**config.mk**
```make
export PLATFORM = sky130hd
export DESIGN_NAME = view_compositor
export DESIGN_NICKNAME = d
export VERILOG_FILES = /design/src/rtl/vid_comp_pkg.sv /design/src/rtl/frame_sync.sv /design/src/rtl/view_compositor.sv
export SDC_FILE = /design/constraint.sdc
export NUM_CORES = 1
export LEC_CHECK = 0
export ABC_AREA = 1
export BUFFER_PORTS_ARGS = -buffer_cell sky130_fd_sc_hd__buf_2
export CAP_MARGIN = 25
export CORE_ASPECT_RATIO = 2
export CORE_MARGIN = 1
export CORE_UTILIZATION = 40
export CTS_CLUSTER_DIAMETER = 80
export DETAILED_ROUTE_END_ITERATION = 8
export PLACE_DENSITY = 0.8
export SLEW_MARGIN = 25
export SYNTH_ARGS = -nofsm -noshare
export SYNTH_HDL_FRONTEND = slang
export SYNTH_SLANG_ARGS = --single-unit
export TNS_END_PERCENT = 30
```
**constraint.sdc**
```tcl
create_clock -name clk -period 1.61 [get_ports clk]
set_clock_uncertainty 0.2 [all_clocks]
set_input_delay 0.2415 -clock clk [delete_from_list [all_inputs] [get_ports clk]]
set_output_delay 0.2415 -clock clk [all_outputs]
set_load 0.1 [all_outputs]
```
**src/rtl/vid_comp_pkg.sv**
```systemverilog
// Shared types and constants for the view compositor.
package vid_comp_pkg;

  typedef struct packed {
    logic [3:0] r;
    logic [3:0] g;
    logic [3:0] b;
  } rgb444_t;

  typedef enum logic {
    LAYOUT_SINGLE = 1'b0,
    LAYOUT_QUAD   = 1'b1
  } layout_e;

  localparam rgb444_t BOX_COLOR = '{r: 4'h0, g: 4'hF, b: 4'h0};
  localparam rgb444_t BLACK     = '{r: 4'h0, g: 4'h0, b: 4'h0};

endpackage

```
**src/rtl/frame_sync.sv**
```systemverilog
// vsync rising-edge detector, frame counter and shadow-register load strobe.
module frame_sync #(
  parameter int unsigned FRAME_MOD = 3
) (
  input  logic                         clk,
  input  logic                         reset,
  input  logic                         vsync,
  output logic                         load_shadow,
  output logic                         frame_start,
  output logic [$clog2(FRAME_MOD)-1:0] frame_count
);

  localparam int unsigned FC_W = $clog2(FRAME_MOD);

  logic vsync_d;
  logic primed;
  logic edge_det;

  // primed masks the first sample after reset so a vsync already high is not taken as an edge
  assign edge_det    = primed & vsync & ~vsync_d;
  assign load_shadow = edge_det;

  always_ff @(posedge clk or posedge reset) begin
    if (reset) begin
      vsync_d     <= 1'b0;
      primed      <= 1'b0;
      frame_start <= 1'b0;
      frame_count <= '0;
    end else begin
      vsync_d     <= vsync;
      primed      <= 1'b1;
      frame_start <= edge_det;
      if (edge_det) begin
        if (frame_count == FC_W'(FRAME_MOD - 1))
          frame_count <= '0;
        else
          frame_count <= frame_count + 1'b1;
      end
    end
  end

endmodule

```
**src/rtl/view_compositor.sv**
```systemverilog
// Multi-view compositor: quad/single layout with optional box overlay, 2-cycle latency.
// Box overlay is built only when VIEW_COMPOSITOR_BOX_OVERLAY_EN is defined.
module view_compositor
  import vid_comp_pkg::*;
#(
  parameter int unsigned N_VIEWS   = 4,
  parameter int unsigned H_RES     = 640,
  parameter int unsigned V_RES     = 480,
  parameter int unsigned LINE_T    = 2,
  parameter int unsigned FRAME_MOD = 3
) (
  input  logic                         clk,
  input  logic                         reset,
  input  logic [9:0]                   x_pixel,
  input  logic [9:0]                   y_pixel,
  input  logic                         display_enable,
  input  logic                         vsync,
  input  logic                         quad_mode,
  input  logic [1:0]                   view_sel,
  input  logic [N_VIEWS-1:0][11:0]     view_pix,
  input  logic [9:0]                   box_x0,
  input  logic [9:0]                   box_y0,
  input  logic [9:0]                   box_x1,
  input  logic [9:0]                   box_y1,
  input  logic                         box_valid,
  output logic [$clog2(FRAME_MOD)-1:0] frame_count,
  output logic                         frame_start,
  output logic [3:0]                   red_port,
  output logic [3:0]                   green_port,
  output logic [3:0]                   blue_port
);

  localparam logic [9:0] H_HALF = 10'(H_RES / 2);
  localparam logic [9:0] V_HALF = 10'(V_RES / 2);

  logic            load_shadow;
  layout_e         layout_q;
  logic [1:0]      view_sel_q;
  logic [3:0][11:0] views;
  logic [1:0]      quad_idx;
  logic [1:0]      sel_idx;
  rgb444_t         sel_pix;
  logic            box_hit;

  logic            de1;
  logic            hit1;
  rgb444_t         pix1;
  rgb444_t         rgb_q;

  frame_sync #(.FRAME_MOD(FRAME_MOD)) u_frame_sync (
    .clk         (clk),
    .reset       (reset),
    .vsync       (vsync),
    .load_shadow (load_shadow),
    .frame_start (frame_start),
    .frame_count (frame_count)
  );

  always_ff @(posedge clk or posedge reset) begin
    if (reset) begin
      layout_q   <= LAYOUT_QUAD;
      view_sel_q <= '0;
    end else if (load_shadow) begin
      layout_q   <= quad_mode ? LAYOUT_QUAD : LAYOUT_SINGLE;
      view_sel_q <= view_sel;
    end
  end

  // Pad to four lanes so absent views read as black without out-of-range indexing
  always_comb begin
    views = '0;
    for (int unsigned i = 0; i < N_VIEWS; i++) views[i] = view_pix[i];
  end

  always_comb begin
    quad_idx = {y_pixel >= V_HALF, x_pixel >= H_HALF};
    sel_idx  = (layout_q == LAYOUT_QUAD) ? quad_idx : view_sel_q;
    sel_pix  = (32'(sel_idx) < N_VIEWS) ? rgb444_t'(views[sel_idx]) : BLACK;
  end

`ifdef VIEW_COMPOSITOR_BOX_OVERLAY_EN
  localparam logic [10:0] LT = 11'(LINE_T);

  logic [9:0]  bx0_q, by0_q, bx1_q, by1_q;
  logic        box_valid_q;
  logic [10:0] lx, ly, ex0, ex1, ey0, ey1;
  logic        in_box;
  logic        near_edge;

  always_ff @(posedge clk or posedge reset) begin
    if (reset) begin
      bx0_q       <= '0;
      by0_q       <= '0;
      bx1_q       <= '0;
      by1_q       <= '0;
      box_valid_q <= 1'b0;
    end else if (load_shadow) begin
      bx0_q       <= box_x0;
      by0_q       <= box_y0;
      bx1_q       <= box_x1;
      by1_q       <= box_y1;
      box_valid_q <= box_valid;
    end
  end

  // Box corners are in quadrant units; full-screen view scales them by 2
  always_comb begin
    if (layout_q == LAYOUT_QUAD) begin
      lx  = {1'b0, x_pixel - (quad_idx[0] ? H_HALF : 10'd0)};
      ly  = {1'b0, y_pixel - (quad_idx[1] ? V_HALF : 10'd0)};
      ex0 = {1'b0, bx0_q};
      ex1 = {1'b0, bx1_q};
      ey0 = {1'b0, by0_q};
      ey1 = {1'b0, by1_q};
    end else begin
      lx  = {1'b0, x_pixel};
      ly  = {1'b0, y_pixel};
      ex0 = {bx0_q, 1'b0};
      ex1 = {bx1_q, 1'b0};
      ey0 = {by0_q, 1'b0};
      ey1 = {by1_q, 1'b0};
    end
    in_box    = (lx >= ex0) && (lx <= ex1) && (ly >= ey0) && (ly <= ey1);
    near_edge = ((lx - ex0) < LT) || ((ex1 - lx) < LT) ||
                ((ly - ey0) < LT) || ((ey1 - ly) < LT);
    box_hit   = box_valid_q && (bx0_q <= bx1_q) && (by0_q <= by1_q) &&
                in_box && near_edge &&
                ((layout_q == LAYOUT_SINGLE) || (quad_idx == 2'd0));
  end
`else
  logic unused_box;
  assign unused_box = ^{box_x0, box_y0, box_x1, box_y1, box_valid, 11'(LINE_T)};
  assign box_hit    = 1'b0;
`endif

  always_ff @(posedge clk or posedge reset) begin
    if (reset) begin
      de1   <= 1'b0;
      hit1  <= 1'b0;
      pix1  <= BLACK;
      rgb_q <= BLACK;
    end else begin
      de1  <= display_enable;
      hit1 <= box_hit;
      pix1 <= sel_pix;
      if (!de1)
        rgb_q <= BLACK;
      else if (hit1)
        rgb_q <= BOX_COLOR;
      else
        rgb_q <= pix1;
    end
  end

  assign red_port   = rgb_q.r;
  assign green_port = rgb_q.g;
  assign blue_port  = rgb_q.b;

endmodule

```
### Yosys cells after proc, flatten, opt, wreduce, memory -nomap -nowiden

Index checks and enable logic that the tools add are counted.

| operators by class | value |
|---|---|
| equality and inequality tests | 1 |
| bitwise logic cells | 3 |
| mux-type cells | 6 |
| magnitude comparators | 3 |
| add/subtract/negate cells | 1 |

Operator list:

| kind | count |
|---|---|
| $bmux 12 s2 | 1 |
| $mux 12 | 2 |
| $ge 10x8->1 const B | 1 |
| $ge 10x9->1 const B | 1 |
| $mux 2 | 2 |
| $lt 2x3->1 const B | 1 |
| $add 2x1->2 const B | 1 |
| $and 1x1->1 | 2 |
| $eq 2x2->1 const B | 1 |
| $mux 1 | 1 |
| $not 1->1 | 1 |

| storage, ports and cells | value |
|---|---|
| output and inout port bits | 15 |
| register bits | 33 |
| logic and storage cells | 27 |
| input bits | 116 |

### Longest topological paths before layout

| depth | value |
|---|---|
| depth in word-level cells | 4 |
| depth in mapped cells | 8 |
| gate-level depth less buffers | 7 |

### Cells and area by module

From an unflattened synthesis, not the netlist that was laid out.

| unflattened totals | value |
|---|---|
| cells, all modules | 236 |
| area total of the unflattened synthesis | 1781.7 um^2 |

Modules (own cells, without submodules):

| module | sequential area each (um^2) | times used | cells each | area each (um^2) |
|---|---|---|---|---|
| view_compositor | 701.9 | 1 | 216 | 1596.5 |
| frame_sync | 125.1 | 1 | 20 | 185.2 |

### Least setup slack after synthesis

OpenSTA, ideal clock, no wires.

| path | value |
|---|---|
| path kind | register to register |
| from | register u_frame_sync.frame_count[1] |
| to | register u_frame_sync.frame_count[0] |
| stages on the path, launching flop included | 4 |
| data required time | 1.243 ns |
| path slack | -0.023 ns |
| library setup time | 0.167 ns |
| arrival time | 1.265 ns |
| path buffers | 0 |
| clock period less this slack | 1.633 ns |
| path through | dfrtp_1 -> inv_1 -> a21oi_1 -> a21oi_1 |

| between the ends | value |
|---|---|
| longest elaborated chain between the ends | 2 |

RTL lines:

| what | line | text |
|---|---|---|
| start: declaration | frame_sync.sv:10 | `output logic [$clog2(FRAME_MOD)-1:0] frame_count` |
| start signal: assignment | frame_sync.sv:37 | `frame_count <= frame_count + 1'b1;` |
| $eq 2x2->1 | frame_sync.sv:34 | `if (frame_count == FC_W'(FRAME_MOD - 1))` |
| $mux 2 | frame_sync.sv:34 |  |

Every way passes these cells.
A chain may end at the register's enable or synchronous reset.

### Final worst setup path

| path | value |
|---|---|
| from | register u_frame_sync.frame_count[0] |
| to | output port frame_count[0] |

RTL lines:

| what | line | text |
|---|---|---|
| end: declaration | view_compositor.sv:26 | `output logic [$clog2(FRAME_MOD)-1:0] frame_count,` |

No word-level cell between the ends.

==> results.py <==
metrics = {
    "synth": {
        "synth_cell_types": 21,
        "synthesis.nets": 349,
        "yosysMostFrequentCell": "inv_1",
        "netlist_top_cells_area": "dfrtp_1, nand3_1, inv_1",
        "synth-seq-cells": 33,
        "synth_top_cell_area_share": 0.459,
        "ys.flop_type": "dfrtp_1",
        "synth_edf_count": 0,
        "synth_top_cell_by_area": "dfrtp_1",
        "synthTopCellsByCount": "inv_1, nand2_1, nand3_1, dfrtp_1, nor2_2",
        "yosys_warnings": 0,
        "seq_area_frac_synth": 0.474,
        "postSynthCellCount": 233,
        "avgSynthCellArea_um2": 7.49,
        "synth_area_mm2": 0.00174,
        "async_reset_ff_frac": 1.00,
    },
    "clocking": {
        "postCtsSetupBuffers": 0,
        "cts.path.max_buffers": 2,
        "clkLatencyLatePin_ps": 270,
        "cts_root_buf": "clkbuf_8",
        "clk_pin_slew_worst_paths_ps": 60,
        "cts.sinks": 33,
        "cts_buffers": 5,
        "cts_tree": "built",
        "h-tree-depth": 2,
    },
    "sta": {
        "min_period_ps": 1530,
        "hold_viol": 0,
        "whs_ps": 65.4,
        "timing.final.crit_share": 0.950,
        "clock.fmax_ghz": 0.654,
        "setup_viol": 0,
        "slew_viol_final": 0,
        "layout_setup_ws_ps": 80.4,
        "finalSetupTns_ps": 0,
        "rsz0062_at_grt": "false",
    },
    "worst_setup_path": {
        "path_class": "flip-flop to output port",
        "reg2reg_slack_ps": 110,
        "timing.rr.start": "layout_q$_DFFE_PP1P_",
        "arrival_ps": 1090,
        "r2r_cells": 6,
        "crit_chain": "buf_2",
        "crit_family": "buffers and inverters",
        "cp-end-kind": "output port",
        "path_buf_inv": 1,
        "cp_slowest_cell": "buf_2",
        "worst_r2r_endpoint": "pix1[9]$_DFF_PP0_",
        "cp_slowest_stage_delay_ps": 440,
        "cp.required_ps": 1170,
        "crit_path_start_kind": "flip-flop",
        "crit_fanout": 4,
    },
    "grt": {
        "antenna_found_initial": 0,
        "grt_pass1_wl_mm": 5.80,
        "grt-busiest-layer": "met2",
        "gr-total-overflow": 0,
        "grt_pass1_vias": 1446,
        "met1_usage": 0.178,
        "grt_util_met2": 0.292,
        "gr-usage-met3": 0.0128,
        "grt_usage": 0.162,
        "grt_start_max_net_pins": 26,
    },
    "hold_path": {
        "worst_hold_path_type": "input port to flip-flop",
        "worst_hold_path.endpoint": "pix1[6]$_DFF_PP0_",
        "hp-start": "view_pix[30]",
        "min_path_cells": 5,
    },
    "power_and_ir_drop": {
        "pwr-share-clk": 0.211,
        "p_leak_nw": 1.50,
        "swShare": 0.428,
        "p_int_mw": 1.75,
        "combPwrFrac": 0.433,
        "p_seq_frac": 0.356,
        "p_sw_mw": 1.31,
        "power_density_mw_per_mm2": 1300,
        "ir_worst_vdd_v": 0.000624,
        "power_mw": 3.05,
    },
    "die": {
        "placementRows": 33,
        "coreArea_mm2": 0.00413,
        "start_util": 0.422,
        "die_w_um": 48.7,
        "die_h_um": 95.4,
        "ios": 131,
        "die_area_mm2": 0.00464,
    },
    "route": {
        "routed_wl_mm": 3.43,
        "drt_iter0_drc": 11,
        "avgViaCountPerCell": 4.32,
        "drtAntennaViolNets": 0,
        "vias": 1611,
        "wl_per_cell_um": 9.19,
        "drtPass1Iterations": 5,
        "drc": 0,
    },
    "cells_and_area": {
        "fin_cells": 373,
        "syn_to_final_growth_pct": 34.5,
        "final_core_util": 0.568,
        "fin_area_mm2": 0.00235,
        "finalNetCount": 436,
        "diodes": 0,
        "fillCellCount": 413,
        "drive_gt1_frac": 0.324,
    },
    "placement": {
        "pre_cts_ws_ps": 83.0,
        "dp_hpwl_mm": 2.76,
        "place_inst": 359,
        "gp_congestion": 0.772,
        "dpl_cell_area_mm2": 0.00217,
        "port_buffers": 79,
    },
    "outcome": {
        "status": "finished clean",
    },
    "job": {
        "cap_violations": 0,
    },
}
[power by group through the flow]
stage / Sequential [mW] / Combinational (mW) / Clock (mW)
2_1_floorplan: 1.69 / 0.502 / 0
3_3_place_gp: 1.09 / 1.30 / 0
3_5_place_dp: 1.10 / 1.31 / 0
4_1_cts: 1.09 / 1.33 / 0.666
5_1_grt: 1.10 / 1.44 / 0.719
6_report: 1.08 / 1.32 / 0.645
[layout make-up]
class	instances	area, um2	share of cell area
tap	52	65.1	0.0277
multi-input combinational	125	586	0.250
timing repair buffer	90	522	0.222
sequential	33	828	0.353
clock inverter	1	5.00	0.00213
inverter	65	244	0.104
clock buffer	7	96.3	0.0411
[timing repair]
action | 4_1_cts | 5_1_grt
setup endpoints to repair | 0 | 12
gates resized for setup | 0 | 3
endpoints found under the hold margin | 13 | 0
hold buffers | 6 | 0
[worst max path at each step]
stage                                                       start                  to  slack [ps]  cells past startpoint
after floorplan                              layout_q$_DFFE_PP1P_  pix1[10]$_DFF_PP0_         160                      8
after global placement                       layout_q$_DFFE_PP1P_  pix1[11]$_DFF_PP0_          70                      4
after detailed placement                     layout_q$_DFFE_PP1P_   pix1[5]$_DFF_PP0_          80                      7
after CTS                                    layout_q$_DFFE_PP1P_   pix1[5]$_DFF_PP0_          60                      7
after global routing                         layout_q$_DFFE_PP1P_   pix1[9]$_DFF_PP0_           2                      6
final                     u_frame_sync.frame_count[0]$_DFFE_PP0P_      frame_count[0]          80                      1
[routing by layer]
| layer | part of all wire | wire length (um) |
|---|---|---|
| met1 | 0.40 | 1370 |
| met2 | 0.53 | 1800 |
| met3 | 0.045 | 155 |
| met5 | 0 | 0 |
| met4 | 0.030 | 104 |
[flip-flops by register name (all words and copies together) (netlist names)]
register and count:
blue_port 4, green_port 4, pix1 12, u_frame_sync.vsync_d 1
u_frame_sync.primed 1, layout_q 1, red_port 4, u_frame_sync.frame_start 1
u_frame_sync.frame_count 2, de1 1, view_sel_q 2
[placed cells by master, fill, tap and decap left out, drive strengths merged]
master,instances
dfstp,1
a21oi,2
clkinv,1
dlygate4sd3,6
nor2,7
or2,1
nand3,49
nand2,61
clkbuf,7
dfrtp,32
o21ai,3
buf,84
o21bai,1
conb,1
inv,65
[cells by family (layout without fill, tap and decap cells)]
family          count (synthesis)  in the layout  synth area share
simple gates                  118            118             0.308
compound gates                  6              6            0.0208
flops                          33             33             0.474
buf+inv                        75            163             0.194
other cells                     1              1           0.00215
(Power assumes the default switching activity.)
